`src/rtl/param_chan_regbank_if.sv`:
```
// Command port for param_chan_regbank: one valid/ready command carrying
// an opcode, a target channel and write data.
interface param_chan_regbank_if #(
    parameter int WIDTH = 2,
    parameter int CW    = 2
);
    logic             cmd_valid;
    logic             cmd_ready;
    logic [1:0]       cmd_op;
    logic [CW-1:0]    cmd_chan;
    logic [WIDTH-1:0] cmd_data;

    modport master (output cmd_valid, cmd_op, cmd_chan, cmd_data, input cmd_ready);
    modport slave  (input cmd_valid, cmd_op, cmd_chan, cmd_data, output cmd_ready);
endinterface

```
`src/rtl/param_chan_regbank.sv`:
```
// Parameter-driven bank of CHANNELS x WIDTH registers with per-bit output
// inversion, a command port (write/incr/decr/restore) and a restore-all sweep
// that reloads one channel per cycle from INIT.
module param_chan_regbank #(
    parameter int                         WIDTH    = 2,
    parameter int                         CHANNELS = 4,
    parameter logic [CHANNELS*WIDTH-1:0]  INIT     = 8'b10_11_00_01,
    parameter logic [CHANNELS*WIDTH-1:0]  INV_MASK = '0,
    localparam int                        CW       = $clog2(CHANNELS)
) (
    input  logic                        i_clk,
    input  logic                        i_rst,
    param_chan_regbank_if.slave         cmd_if,
    input  logic                        i_restore_all,
    output logic                        o_busy,
    output logic                        o_err,
    output logic [CHANNELS*WIDTH-1:0]   o_val,
    input  logic [CW-1:0]               i_rd_chan,
    output logic [WIDTH-1:0]            o_rd_data
);

    typedef enum logic {S_IDLE, S_SWEEP} state_t;

    state_t                          r_state;
    logic [CW-1:0]                   r_idx;
    logic [CHANNELS-1:0][WIDTH-1:0]  r_regs;
    logic [WIDTH-1:0]                r_rd_data;
    logic                            r_err;

    logic [CHANNELS-1:0][WIDTH-1:0]  w_init;
    logic [CHANNELS-1:0][WIDTH-1:0]  w_mask;
    logic                            w_acc;
    logic                            w_in_range;
    logic [WIDTH-1:0]                w_rd;

    // Per-channel views of the flat parameters
    assign w_init = INIT;
    assign w_mask = INV_MASK;

    // A pending restore_all takes priority over a command in the same cycle
    assign cmd_if.cmd_ready = (r_state == S_IDLE) && !i_restore_all;
    assign w_acc            = cmd_if.cmd_valid && cmd_if.cmd_ready;
    // Only meaningful for non-power-of-2 CHANNELS; otherwise always true
    assign w_in_range       = ({1'b0, cmd_if.cmd_chan} < (CW+1)'(CHANNELS));

    assign o_val     = r_regs ^ w_mask;
    assign o_busy    = (r_state == S_SWEEP);
    assign o_err     = r_err;
    assign o_rd_data = r_rd_data;

    // Readback mux; unmatched (out-of-range) select yields zero
    always_comb begin
        w_rd = '0;
        for (int k = 0; k < CHANNELS; k++) begin
            if (i_rd_chan == CW'(k)) w_rd = r_regs[k] ^ w_mask[k];
        end
    end

    // Sweep FSM: IDLE until restore_all, then walk idx 0..CHANNELS-1 once
    always_ff @(posedge i_clk) begin
        if (i_rst) begin
            r_state <= S_IDLE;
            r_idx   <= '0;
        end else begin
            case (r_state)
                S_IDLE: begin
                    if (i_restore_all) begin
                        r_state <= S_SWEEP;
                        r_idx   <= '0;
                    end
                end
                S_SWEEP: begin
                    if (r_idx == CW'(CHANNELS - 1)) begin
                        r_state <= S_IDLE;
                        r_idx   <= '0;
                    end else begin
                        r_idx <= r_idx + CW'(1);
                    end
                end
                default: r_state <= S_IDLE;
            endcase
        end
    end

    // Register bank: sweep reload has priority; otherwise apply accepted command
    always_ff @(posedge i_clk) begin
        if (i_rst) begin
            r_regs <= w_init;
        end else begin
            for (int k = 0; k < CHANNELS; k++) begin
                if (r_state == S_SWEEP) begin
                    if (r_idx == CW'(k)) r_regs[k] <= w_init[k];
                end else if (w_acc && w_in_range && (cmd_if.cmd_chan == CW'(k))) begin
                    case (cmd_if.cmd_op)
                        2'b00:   r_regs[k] <= cmd_if.cmd_data;
                        2'b01:   r_regs[k] <= r_regs[k] + WIDTH'(1);
                        2'b10:   r_regs[k] <= r_regs[k] - WIDTH'(1);
                        default: r_regs[k] <= w_init[k];
                    endcase
                end
            end
        end
    end

    // Registered readback (pre-update value) and out-of-range error pulse
    always_ff @(posedge i_clk) begin
        if (i_rst) begin
            r_rd_data <= '0;
            r_err     <= 1'b0;
        end else begin
            r_rd_data <= w_rd;
            r_err     <= w_acc && !w_in_range;
        end
    end

endmodule

```
`src/flat_wrapper.sv`:
```
// flat-port wrapper written by rule: the top's interface ports become plain ports
module param_chan_regbank_flat 
#(
    parameter int                         WIDTH    = 2,
    parameter int                         CHANNELS = 4,
    parameter logic [CHANNELS*WIDTH-1:0]  INIT     = 8'b10_11_00_01,
    parameter logic [CHANNELS*WIDTH-1:0]  INV_MASK = '0,
    localparam int                        CW       = $clog2(CHANNELS)
)
  (i_clk, i_rst, i_restore_all, o_busy, o_err, o_val, i_rd_chan, o_rd_data, cmd_if_cmd_valid, cmd_if_cmd_op, cmd_if_cmd_chan, cmd_if_cmd_data, cmd_if_cmd_ready);
  param_chan_regbank_if #(.WIDTH(WIDTH), .CW(2)) cmd_if_i ();
  input  logic i_clk;
  input  logic i_rst;
  input  logic i_restore_all;
  output logic o_busy;
  output logic o_err;
  output logic [CHANNELS*WIDTH-1:0] o_val;
  input  logic [CW-1:0] i_rd_chan;
  output logic [WIDTH-1:0] o_rd_data;
  input wire logic [$bits(cmd_if_i.cmd_valid)-1:0] cmd_if_cmd_valid;
  input wire logic [$bits(cmd_if_i.cmd_op)-1:0] cmd_if_cmd_op;
  input wire logic [$bits(cmd_if_i.cmd_chan)-1:0] cmd_if_cmd_chan;
  input wire logic [$bits(cmd_if_i.cmd_data)-1:0] cmd_if_cmd_data;
  output wire logic [$bits(cmd_if_i.cmd_ready)-1:0] cmd_if_cmd_ready;
  assign cmd_if_i.cmd_valid = cmd_if_cmd_valid;
  assign cmd_if_i.cmd_op = cmd_if_cmd_op;
  assign cmd_if_i.cmd_chan = cmd_if_cmd_chan;
  assign cmd_if_i.cmd_data = cmd_if_cmd_data;
  assign cmd_if_cmd_ready = cmd_if_i.cmd_ready;
  param_chan_regbank #(.WIDTH(WIDTH), .CHANNELS(CHANNELS), .INIT(INIT), .INV_MASK(INV_MASK)) u_core (.i_clk(i_clk), .i_rst(i_rst), .cmd_if(cmd_if_i), .i_restore_all(i_restore_all), .o_busy(o_busy), .o_err(o_err), .o_val(o_val), .i_rd_chan(i_rd_chan), .o_rd_data(o_rd_data));
endmodule
```
`config.mk`:
```
export PLATFORM = sky130hd
export DESIGN_NAME = param_chan_regbank_flat
export DESIGN_NICKNAME = d
export VERILOG_FILES = /design/src/rtl/param_chan_regbank_if.sv /design/src/rtl/param_chan_regbank.sv /design/src/flat_wrapper.sv
export SDC_FILE = /design/constraint.sdc
export NUM_CORES = 1
export LEC_CHECK = 0
export CAP_MARGIN = 10
export CORE_MARGIN = 2
export CORE_UTILIZATION = 30
export DETAILED_ROUTE_END_ITERATION = 10
export MAX_ROUTING_LAYER = met4
export PLACE_DENSITY = 0.55
export SETUP_SLACK_MARGIN = 0.15
export SLEW_MARGIN = 10
export SYNTH_ARGS = -nofsm -noshare
export SYNTH_HDL_FRONTEND = slang
export SYNTH_SLANG_ARGS = --single-unit
```
`constraint.sdc`:
```
create_clock -name i_clk -period 3.3 [get_ports i_clk]
set_clock_uncertainty 0.2 [all_clocks]
set_input_delay 0.66 -clock i_clk [delete_from_list [all_inputs] [get_ports i_clk]]
set_output_delay 0.66 -clock i_clk [all_outputs]
set_load 0.05 [all_outputs]
```
-- After elaboration in Yosys (flattened, before gate mapping)
Cells that the tools add are included.
- register bits: 13
- bits in latches: 0
- RAM bits: 0
- bits in read-only memories: 0
- output and inout bits: 13
- word-level logic and storage cells: 78
- memories: 0
- $add $sub $neg: 9
- multiply operators: 0
- div/mod/pow operators: 0
- magnitude comparators: 0
- equal/unequal tests: 16
- shifts and indexed selects: 0
- multiplexer cells: 26
- bitwise logic cells: 1
- reduce and logical (&&, ||, !) cells: 19
- operators with widths (operator ; number):
    $mux 2 ; 18
    $pmux 2 s3 ; 4
    $eq 2x2->1 const B ; 7
    $add 2x1->2 const B ; 5
    $ne 2x2->1 const B ; 5
    $eq 2x1->1 const B ; 4
    $logic_not 2->1 ; 4
    $reduce_and 2->1 ; 4
    $reduce_bool 2->1 ; 4
    $sub 2x1->2 const B ; 4
    $logic_and 1x1->1 ; 6
    $pmux 2 s2 ; 1
    $mux 1 ; 2
    $pmux 1 s2 ; 1
    $logic_not 1->1 ; 1
    $not 1->1 ; 1

-- Logic depth before layout (Yosys ltp)
Gate-level depths: netlist of the first run.
- depth in word-level cells: 6
- depth in mapped cells: 7

-- Worst setup path after synthesis of the first run
No wires, ideal clock.
- path type: input -> output
- from: in i_restore_all
- to: out cmd_if_cmd_ready
- arrival time: 1.394 ns
- data required time: 2.440 ns
- slack: 1.046 ns
- stages on the path: 1
- cells stage by stage: nor2_1
- word-level cells in the longest chain between the ends: 2
- ends and longest elaborated chain (item ; RTL line ; RTL):
    start, declared ; flat_wrapper.sv:14 ; input logic i_restore_all;
    $logic_not 1->1 ; param_chan_regbank.sv:41 ; assign cmd_if.cmd_ready = (r_state == S_IDLE) && !i_restore_all;
    $logic_and 1x1->1 ; param_chan_regbank.sv:41 ;
    end, declared ; flat_wrapper.sv:24 ; output wire logic [$bits(cmd_if_i.cmd_ready)-1:0] cmd_if_cmd_ready;
Every way passes these cells.

-- Worst setup path after layout of the first run
- from: reg u_core.r_state (netlist: u_core.o_busy)
- to: out o_busy
- RTL lines (item ; RTL line ; RTL):
    start, declared ; param_chan_regbank.sv:24 ; state_t r_state;
    start signal, assigned ; param_chan_regbank.sv:62 ; r_state <= S_IDLE;
    start signal, assigned ; param_chan_regbank.sv:68 ; r_state <= S_SWEEP;
    start signal, assigned ; param_chan_regbank.sv:74 ; r_state <= S_IDLE;
    end, declared ; flat_wrapper.sv:15 ; output logic o_busy;
No word-level cell between the ends.

==> results of run 1 <==
[sequential cells by signal, summed over array words and instances, names as in the netlist]
| signal | cells |
|---|---|
| u_core.o_val | 8 |
| u_core.o_rd_data | 2 |
| u_core.r_idx | 2 |
| u_core.o_busy | 1 |
[final timing paths]
kind | from | endpoint | slack (ps) | cells past startpoint
setup / recovery | u_core.o_busy | o_busy | 680 | 1
hold / removal | u_core.o_val[3] | u_core.o_val[3] | 330 | 1
hold reg to reg | u_core.o_val[3] | u_core.o_val[3] | 330 | 1
setup reg to reg | u_core.o_busy | u_core.o_val[0] | 1560 | 4
[cells in the mapped netlist, types with 3 or more instances]
cell type   n
nand2_1     7
a21oi_1     3
ha_1        7
dfxtp_1    13
nand2b_1    5
inv_1       5
nor2_1     10
xnor2_1     5
[area by class of cell]
type                       count  share of cell area
multi-input combinational     73               0.490
tap                           31              0.0341
inverter                       5              0.0165
timing repair buffer          24               0.207
clock buffer                   4              0.0231
sequential                    13               0.229
[logic make-up (layout without fill, tap and decap cells)]
logic type / after synthesis / count (layout)
mux: 4 / 4
simple gates: 35 / 35
xor+xnor: 6 / 6
fa+ha+maj: 7 / 7
buf+inv: 9 / 33
other cells: 1 / 1
flops: 13 / 13
compound gates: 20 / 20
[where the power goes]
part	total [W]	internal (W)	leakage [nW]	switching, W
Combinational	0.0000954	0.0000410	0.306	0.0000544
Clock	0.0000940	0.0000468	0.0150	0.0000472
Sequential	0.000169	0.000162	0.106	0.00000725
Total	0.000358	0.000250	0.427	0.000109
[per-layer routing]
metal,global-route usage,vias to the layer above
li1,-,386
met1,0.167,372
met2,0.242,14
met3,0.0340,2
met4,0.0399,0
met5,-,-
[stage by stage]
| step | hold slack (ps) | cells | total power, W | area, um2 | setup WS [ps] |
|---|---|---|---|---|---|
| after floorplan | 337 | 95 | 0.000232 | 857 | 1050 |
| after global placement | 323 | 146 | 0.000268 | 1110 | 775 |
| after detailed placement | 328 | 146 | 0.000268 | 1110 | 777 |
| after CTS | 339 | 150 | 0.000363 | 1140 | 671 |
| after global routing | 358 | 150 | 0.000382 | 1140 | 574 |
| final | 335 | 150 | 0.000358 | 1140 | 679 |
[cell usage in the layout, fill, tap and decap left out, types with 2 or more instances in the layout]
cell type,n
nand3_1,2
clkbuf_4,3
nand2b_1,5
clkdlybuf4s50_1,22
o21ai_0,2
ha_1,7
nor2_1,10
nand2_1,7
mux2i_1,2
mux4_2,2
nor2b_1,2
o211ai_1,2
a21o_1,2
dfxtp_1,13
xnor2_1,5
a22oi_1,2
a21oi_1,3
buf_4,2
inv_1,5
==> impl_metrics.py, run 1 <==
metrics = {
    "run_status": {
        "outcome": "finished, final reports clean",
    },
    "synthesis": {
        "synth_top_cell_area_share": 0.304,
        "synth_compound_area_frac": 0.177,
        "synthArstFlopShare": 0,
        "synthMuxAreaShare": 0.0759,
        "synth_xor_area_frac": 0.0613,
        "syn_area_um2": 857,
        "synthSimpleGateAreaFrac": 0.229,
        "synth_top_family_by_area": "simple AND/OR/NAND/NOR gates",
        "yosysTopAreaCell": "dfxtp_1",
        "synth_area_leaders": "dfxtp_1 (30%), ha_1 (10%), mux4_2 (5.3%)",
        "synth_edf_count": 0,
        "ys_ff_latch": 13,
        "synth_fa_ha_area_frac": 0.102,
        "yosys_warnings": 0,
        "synth-seq-area-share": 0.304,
        "syn-num-nets": 114,
        "syn_area_per_cell_um2": 9.02,
        "synth-main-ff-cell": "dfxtp_1",
        "synth_cell_type_count": 39,
        "synth_cells": 95,
    },
    "timing": {
        "setup_viol": 0,
        "hold_viol_final": 0,
        "fmax_mhz": 381,
        "slew_headroom": 0.666,
        "period_share": 0.794,
        "rsz0062_at_grt": "no",
        "tns_ps": 0,
        "tightestPinTransition_ps": 500,
        "slew_violations": 0,
        "min_period_ps": 2620,
    },
    "setup_path": {
        "worstPathArrival_ps": 1760,
        "critPathKind": "reg2out",
        "start_kind": "flip-flop",
        "crit_slowest_cell": "clkdlybuf4s50_1",
        "cp-end-kind": "primary output",
        "crit_family": "buffers and inverters",
        "crit_fanout": 14,
        "required_ps": 2440,
        "path_cells": "clkdlybuf4s50_1",
        "path_buf_inv": 1,
        "critPathMaxStageDelay_ps": 890,
    },
    "layout": {
        "multiInputGateArea_um2": 557,
        "final_util": 0.416,
        "drive_gt1_frac": 0.0924,
        "regArea_um2": 260,
        "area_growth_pct": 32.6,
        "fill_cells": 266,
        "antenna_cells": 0,
        "nets": 139,
    },
    "clock_network": {
        "cts.clk_slew.worst_paths_ps": 70,
        "cts_hold_buf": 0,
        "clock-sinks": 13,
        "cts_setup_buffers": 0,
        "root_buffer": "clkbuf_4",
        "insertion_delay_ps": 270,
        "htreeDepth": 1,
        "numCtsBuffers": 3,
        "clockBufferDepth": 2,
        "cts_resized": 0,
        "cts_tree": "done",
    },
    "global_routing": {
        "grt_usage": 0.143,
        "grt_pass1_wl_um": 3520,
        "grt_max_degree": 15,
        "grt_pass1_vias": 735,
        "gr-total-overflow": 0,
        "antenna_found_initial": 0,
    },
    "place": {
        "io_buffers": 23,
        "gp_congestion": 0.792,
        "place_hpwl_um": 1680,
    },
    "power": {
        "ir_worst_vdd_mv": 0.234,
        "powerDensity_mw_per_mm2": 315,
        "leakagePower_nw": 0.427,
    },
    "detailed_routing": {
        "finalWirelength_um": 2090,
        "drt-met1-wl_um": 919,
        "ant_nets": 0,
        "route.met3.wl_um": 74,
        "first_iter_violations": 18,
        "drcViolationCount": 0,
        "dr_total_vias": 774,
        "firstDrtPassIters": 4,
        "viasPerCell": 5.16,
        "dr_wl_met2_um": 1070,
        "top_layer_used": "met4",
        "route.detailed.wl_per_inst_um": 13.9,
    },
    "min_path": {
        "hp-class": "reg2reg",
    },
    "flow_run": {
        "maxCapViolCount": 0,
    },
    "die": {
        "ios": 25,
        "initial_core_util": 0.314,
        "die_y_um": 57.5,
        "row_count": 19,
        "core_mm2": 0.00273,
        "dieWidth_um": 57.5,
        "die-area_mm2": 0.00330,
    },
}
Power figures use the tool's default switching activity.
==> run 2: changes to the inputs <==
Settings changed: PLACE_DENSITY 0.55 to 0.57.
Clock period 3.3 ns to 2.1 ns, I/O delays scaled along.
==> run 2 against run 1 <==
Compared with the run above:
- critical path depth grew 5
- power grew 69%
- first-iteration DRC count grew 5.6%
- sequential power grew 57%
- sequential share of layout area shrank 2.2 points
- register-to-register slack lost 1100 ps
- setup slack lost 500 ps
- cell count grew 8.7%
- via count grew 7.8%
- global-route usage grew 0.13 points
- largest cell class unchanged
- largest power group unchanged
==> impl_metrics.py, run 2 (same netlist as run 1, synthesis figures left out) <==
metrics = {
    "place": {
        "dpl_worst_slack_ps": -164,
        "io_buffers": 23,
        "place_hpwl_um": 1740,
        "gp_congestion": 0.829,
    },
    "detailed_routing": {
        "finalWirelength_um": 2230,
        "dr_total_vias": 834,
        "drcViolationCount": 0,
        "first_iter_violations": 19,
        "firstDrtPassIters": 4,
        "viasPerCell": 5.12,
        "route.detailed.wl_per_inst_um": 13.7,
        "ant_nets": 0,
    },
    "layout": {
        "layout_common_cells": "buf_4 (22), dfxtp_1 (12), clkdlybuf4s50_1 (10)",
        "mostFrequentLayoutCell": "buf_4",
        "area_growth_pct": 47.6,
        "fill_cells": 275,
        "nets": 152,
        "regArea_um2": 262,
        "final_util": 0.463,
        "antenna_cells": 0,
        "largest_reg_flops": 8,
        "drive_gt1_frac": 0.295,
        "multiInputGateArea_um2": 584,
    },
    "die": {
        "ios": 25,
        "initial_core_util": 0.314,
        "die_y_um": 57.5,
        "die-area_mm2": 0.00330,
        "dieWidth_um": 57.5,
        "row_count": 19,
        "core_mm2": 0.00273,
    },
    "global_routing": {
        "grt_pass1_wl_um": 3550,
        "gr-total-overflow": 0,
        "grt_usage": 0.144,
        "grt_max_degree": 14,
        "antenna_found_initial": 0,
        "grt_pass1_vias": 813,
    },
    "timing": {
        "tns_ps": 0,
        "fmax_mhz": 520,
        "period_share": 0.916,
        "holdWs_ps": 316,
        "hold_viol_final": 0,
        "slew_violations": 0,
        "min_period_ps": 1920,
        "rsz0062_at_grt": "yes",
        "setup_viol": 0,
        "timing.final.ws_setup_ps": 177,
    },
    "run_status": {
        "outcome": "finished, final reports clean",
    },
    "clock_network": {
        "root_buffer": "clkbuf_4",
        "cts_tree": "done",
        "insertion_delay_ps": 280,
        "numCtsBuffers": 3,
        "cts_hold_buf": 0,
        "clockBufferDepth": 2,
        "cts.clk_slew.worst_paths_ps": 80,
        "htreeDepth": 1,
        "clock-sinks": 13,
    },
    "setup_path": {
        "worstPathArrival_ps": 1890,
        "start_kind": "input port",
        "crit_fanout": 3,
        "cp-end-kind": "flip-flop",
        "reg2reg_depth": 4,
        "required_ps": 2070,
        "critPathKind": "in2reg",
    },
    "flow_run": {
        "maxCapViolCount": 0,
    },
    "power": {
        "leakagePower_nw": 0.527,
        "ir_worst_vdd_mv": 0.322,
        "powerDensity_mw_per_mm2": 478,
        "power_w": 0.000605,
    },
    "min_path": {
        "worstHoldPathCells": 1,
        "hp-class": "reg2reg",
    },
}
run 2: worst max-delay path, cell delays in order:
cell,delay [ps]
clkdlybuf4s50_1,450
ha_1,210
or3_4,400
a21o_1,180
a211oi_2,140
mux2i_1,90
run 2: worst paths after layout:
kind | to | from | slack [ps]
worst max-delay path | u_core.o_val[7] | cmd_if_cmd_op[1] | 180
worst min-delay path | u_core.o_val[3] | u_core.o_val[3] | 320
worst min register to register | u_core.o_val[3] | u_core.o_val[3] | 320
worst max register to register | u_core.o_val[0] | u_core.o_busy | 470
run 2: per-stage QoR:
step,area [um2],cells
5_1_grt,1260,163
4_1_cts,1240,162
3_3_place_gp,1200,158
3_5_place_dp,1200,158
2_1_floorplan,860,95
6_report,1260,163
run 2: what timing repair did:
item                                    CTS  global route
resized for setup                         5             4
endpoints found under the hold margin     0             0
pin swaps                                 0             1
endpoints found under the setup margin    4             5
setup buffers                             0             1
run 2: power by group:
group          leakage, nW  switching, W  internal, W  total, W
sequential           0.106     0.0000112     0.000255  0.000266
clock               0.0150     0.0000831    0.0000737  0.000157
combinational        0.405     0.0000938    0.0000886  0.000182
total                0.527      0.000188     0.000417  0.000605
run 2: cell type report:
cell class,instances,share of cell area
clock buffer,4,0.0208
inverter,5,0.0148
multi-input combinational,73,0.462
sequential,13,0.207
tap,31,0.0307
timing repair buffer,37,0.265
run 2: per-layer routing:
layer / vias to the layer above / part of all wire / routed length, um / track usage
met3: 2 / 0.042 / 94 / 0.0408
met2: 21 / 0.51 / 1130 / 0.247
met5: - / 0 / 0 / -
li1: 412 / - / - / -
met1: 399 / 0.44 / 976 / 0.163
met4: 0 / 0.015 / 33 / 0.0399
